==> config.mk <==
export PLATFORM = sky130hd
export DESIGN_NAME = gen_fifo_burst_ctrl
export DESIGN_NICKNAME = d
export VERILOG_FILES = /design/src/rtl/gen_fifo_burst_ctrl.sv
export SDC_FILE = /design/constraint.sdc
export NUM_CORES = 1
export LEC_CHECK = 0
export CAP_MARGIN = 20
export CELL_PAD_IN_SITES_DETAIL_PLACEMENT = 1
export CELL_PAD_IN_SITES_GLOBAL_PLACEMENT = 1
export CORE_UTILIZATION = 40
export CTS_BUF_LIST = sky130_fd_sc_hd__clkbuf_16
export CTS_CLUSTER_SIZE = 25
export DETAILED_ROUTE_END_ITERATION = 8
export PLACE_DENSITY_LB_ADDON = 0.15
export SLEW_MARGIN = 20
export SYNTH_ARGS = -nofsm -noshare
export SYNTH_HDL_FRONTEND = slang
export SYNTH_SLANG_ARGS = --single-unit
==> constraint.sdc <==
create_clock -name clk -period 3.86 [get_ports clk]
set_input_delay 0.579 -clock clk [delete_from_list [all_inputs] [get_ports clk]]
set_output_delay 0.579 -clock clk [all_outputs]
set_load 0.02 [all_outputs]
==> src/rtl/gen_fifo_burst_ctrl.sv <==
// Burst controller: runs the pattern generator into the FIFO write port for one
// burst of latched length, with stall on FIFO full, abort, and a done pulse.
module gen_fifo_burst_ctrl #(
  parameter int unsigned BURST_W   = 8,
  parameter int unsigned ADDR_W    = 4,
  parameter int unsigned PAT_DEPTH = 16
) (
  input  logic               clk,
  input  logic               rst,
  input  logic               start_i,
  input  logic               abort_i,
  input  logic [BURST_W-1:0] burst_len_i,
  input  logic               fifo_full_i,
  output logic               clrh_addr_o,
  output logic               enh_gen_o,
  output logic               fifo_wr_o,
  output logic [ADDR_W-1:0]  addr_o,
  output logic [BURST_W-1:0] words_o,
  output logic               busy_o,
  output logic               done_o
);

  typedef enum logic [1:0] {
    IDLE = 2'd0,
    LOAD = 2'd1,
    RUN  = 2'd2,
    DONE = 2'd3
  } state_t;

  state_t             state;
  logic [BURST_W-1:0] len_q;
  logic               wr;
  logic               last_word;
  logic               addr_wrap;

  // Write strobe is combinational so a word lands in the same cycle the FIFO frees up.
  assign wr          = (state == RUN) && !fifo_full_i && !abort_i;
  assign fifo_wr_o   = wr;
  assign enh_gen_o   = wr;
  assign last_word   = (words_o == (len_q - 1'b1));
  assign addr_wrap   = (addr_o == ADDR_W'(PAT_DEPTH - 1));

  always_ff @(posedge clk) begin
    if (rst) begin
      state       <= IDLE;
      len_q       <= '0;
      addr_o      <= '0;
      words_o     <= '0;
      clrh_addr_o <= 1'b1;
      busy_o      <= 1'b0;
      done_o      <= 1'b0;
    end else begin
      case (state)
        IDLE: begin
          clrh_addr_o <= 1'b1;
          done_o      <= 1'b0;
          if (start_i) begin
            len_q   <= burst_len_i;
            words_o <= '0;
            addr_o  <= '0;
            busy_o  <= 1'b1;
            state   <= LOAD;
          end else begin
            busy_o  <= 1'b0;
          end
        end
        LOAD: begin
          clrh_addr_o <= 1'b0;
          if (abort_i || (len_q == '0)) begin
            busy_o <= 1'b0;
            done_o <= 1'b1;
            state  <= DONE;
          end else begin
            busy_o <= 1'b1;
            state  <= RUN;
          end
        end
        RUN: begin
          if (abort_i) begin
            busy_o <= 1'b0;
            done_o <= 1'b1;
            state  <= DONE;
          end else if (wr) begin
            words_o <= words_o + 1'b1;
            addr_o  <= addr_wrap ? '0 : addr_o + 1'b1;
            if (last_word) begin
              busy_o <= 1'b0;
              done_o <= 1'b1;
              state  <= DONE;
            end
          end
        end
        DONE: begin
          clrh_addr_o <= 1'b1;
          busy_o      <= 1'b0;
          done_o      <= 1'b0;
          state       <= IDLE;
        end
        default: begin
          clrh_addr_o <= 1'b1;
          busy_o      <= 1'b0;
          done_o      <= 1'b0;
          state       <= IDLE;
        end
      endcase
    end
  end

endmodule
==> results.toml <==
[die]
die_area_um2 = 3860
die_w_um = 62.1
die_h_um = 62.1
initial_core_util = 0.426
ios = 30
num_rows = 21
core_um2 = 3390

[timing]
fmax_ghz = 0.361
finClkSkew_ps = 3.73
rsz0062_at_grt = "no"
slew_violations = 0
fin_setup_tns_ps = 0
min_period_ps = 2770
slew_headroom = 0.549
tightest_slew_ps = 675
hold_violations = 0
fin_crit_sh = 0.717
setup_viol = 0
hold_ws_ps = 479

[synth]
synth_simple_gate_area_frac = 0.270
yosysTopAreaCellShare = 0.346
synth_top_family_by_area = "simple AND/OR/NAND/NOR gates"
yosys_most_used_dff = "dfxtp_1"
ys_types = 42
synth_seq_cells = 25
synthAdderAreaFrac = 0.0693
synth_compound_area_frac = 0.134
yosysWarnings = 0
ys_seq_area_frac = 0.346
async_reset_ff_frac = 0
synth_area_um2 = 1450
synth_edf_count = 0
synth_area_leaders = "dfxtp_1, ha_1, xor2_1"
synth_top_cell_by_area = "dfxtp_1"
syn_nets = 190
muxShareOfSynthArea = 0.0208
netlist_instances = 169
avgSynthCellArea_um2 = 8.55
synth_xor_area_frac = 0.120

[clocking]
cts_tree = "built"
cts_hold_buf = 0
clock_latency_ps = 260
clk_pin_slew_ps = 70
root_buffer = "clkbuf_16"
cts.sinks = 25
numCtsBuffers = 3
cts_max_level = 1
cts_resized = 0
cts_setup_buffers = 0
clockBufferDepth = 2

[placed_design]
dp_cells = 238
portBuffers = 29
gp_congestion = 0.810
dpl-instance-area_um2 = 1760
dp_hpwl_um = 2710

[finish]
drive_gt1_frac = 0.0867
fin_area_um2 = 1830
n_antenna_cell = 0
mostFrequentLayoutCells = "clkdlybuf4s50_1, dfxtp_1, nor2_1, nand2_1, a21oi_1"
fin_util = 0.541
num-nets-final = 218
fin_cells = 242
final_common_cell = "clkdlybuf4s50_1"
area_growth_pct = 26.9

[critical_path]
critical_path_class = "primary input to output port"
rr_startpoint = "len_q[0]"
critPathCaptureType = "output port"
path_delay_family = "buffers and inverters"
critPathLaunch = "abort_i"
critPathMaxFanout = 6
critPathArrivalTime_ps = 2190
cp_cell_sequence = "clkdlybuf4s50_1 > nor3b_1 > clkdlybuf4s50_1"
start_kind = "primary input"
critPathMaxStageDelay_ps = 690
timing.critical_path.buf_inv = 2
worstPathRequired_ps = 3280
cp_common_cell = "clkdlybuf4s50_1"
slowest_stage = "clkdlybuf4s50_1"

[detailed_routing]
routed_wl_um = 3600
ant_nets = 0
vias = 1274
drtIter0Drc = 53
drc = 0
viasPerCell = 5.26
drtPass1Iterations = 4
wl_per_cell_um = 14.9

[global_routing]
grt_pass1_wl_um = 6220
grtUsageTotal = 0.202
first_global_vias = 1323
grt_max_degree = 19
overflow = 0
antenna_found_initial = 0

[power]
leakagePower_nw = 0.707
ir_worst_vdd_mv = 0.284
power.density_nw_per_um2 = 548

[run_status]
status = "finished, final reports clean"

[hold_path]
hold_path.class = "register to register"
hold_start = "clrh_addr_o"

[run]
max_cap_violations = 0
-- kinds of logic (layout without fill, tap and decap cells) --
group,Yosys count,after routing
AND/OR/NAND/NOR,76,76
AO/OA/AOI/OAI,27,27
flip-flops,25,25
XOR/XNOR,19,19
buffers and inverters,11,38
adder cells (fa/ha/maj),8,8
multiplexers,3,3
-- cells in the mapped netlist, types with 4 or more instances --
master,instances
and3_1,4
dfxtp_1,25
nor2_1,21
xor2_1,10
ha_1,8
nor3_1,4
nand3_1,12
xnor2_1,8
nand2_1,16
inv_1,5
a21oi_1,13
-- registers in the layout, summed over array words and instances (netlist names) --
name         flops
addr_o           4
busy_o           1
clrh_addr_o      1
done_o           1
len_q            8
state            2
words_o          8
-- power breakdown --
| group | internal (mW) | switching (mW) |
|---|---|---|
| clock network | 0.139 | 0.0946 |
| logic | 0.184 | 0.251 |
| registers | 0.296 | 0.0408 |
-- routing by layer --
| layer | share of wire | GRT usage | vias to the layer above |
|---|---|---|---|
| li1 | - | - | 631 |
| met3 | 0.024 | 0.0257 | 7 |
| met1 | 0.43 | 0.231 | 614 |
| met5 | 0 | 0 | - |
| met4 | 0.020 | 0.0727 | 0 |
| met2 | 0.53 | 0.379 | 22 |
-- layout make-up --
type,instances,area (um^2)
Timing Repair Buffer,29,290
Tap cell,46,57.6
Multi-Input combinational cell,133,888
Fill cell,413,1560
Inverter,5,18.8
Clock buffer,3,75.1
Sequential cell,25,500
Clock inverter,1,3.75
-- metrics by stage --
| stage | setup slack [ps] | total power, mW |
|---|---|---|
| final | 1090 | 1.00 |
| after floorplan | 1640 | 0.662 |
| after global routing | 998 | 1.07 |
| after detailed placement | 1100 | 0.772 |
| after global placement | 1130 | 0.755 |
| after CTS | 1060 | 1.01 |
-- final timing paths --
check	end	slack, ps	depth (start not counted)
worst min-delay path	clrh_addr_o	480	1
worst min register to register	clrh_addr_o	480	1
worst max-delay path	fifo_wr_o	1090	3
worst max register to register	busy_o	1600	8
(Power assumes the default switching activity.)
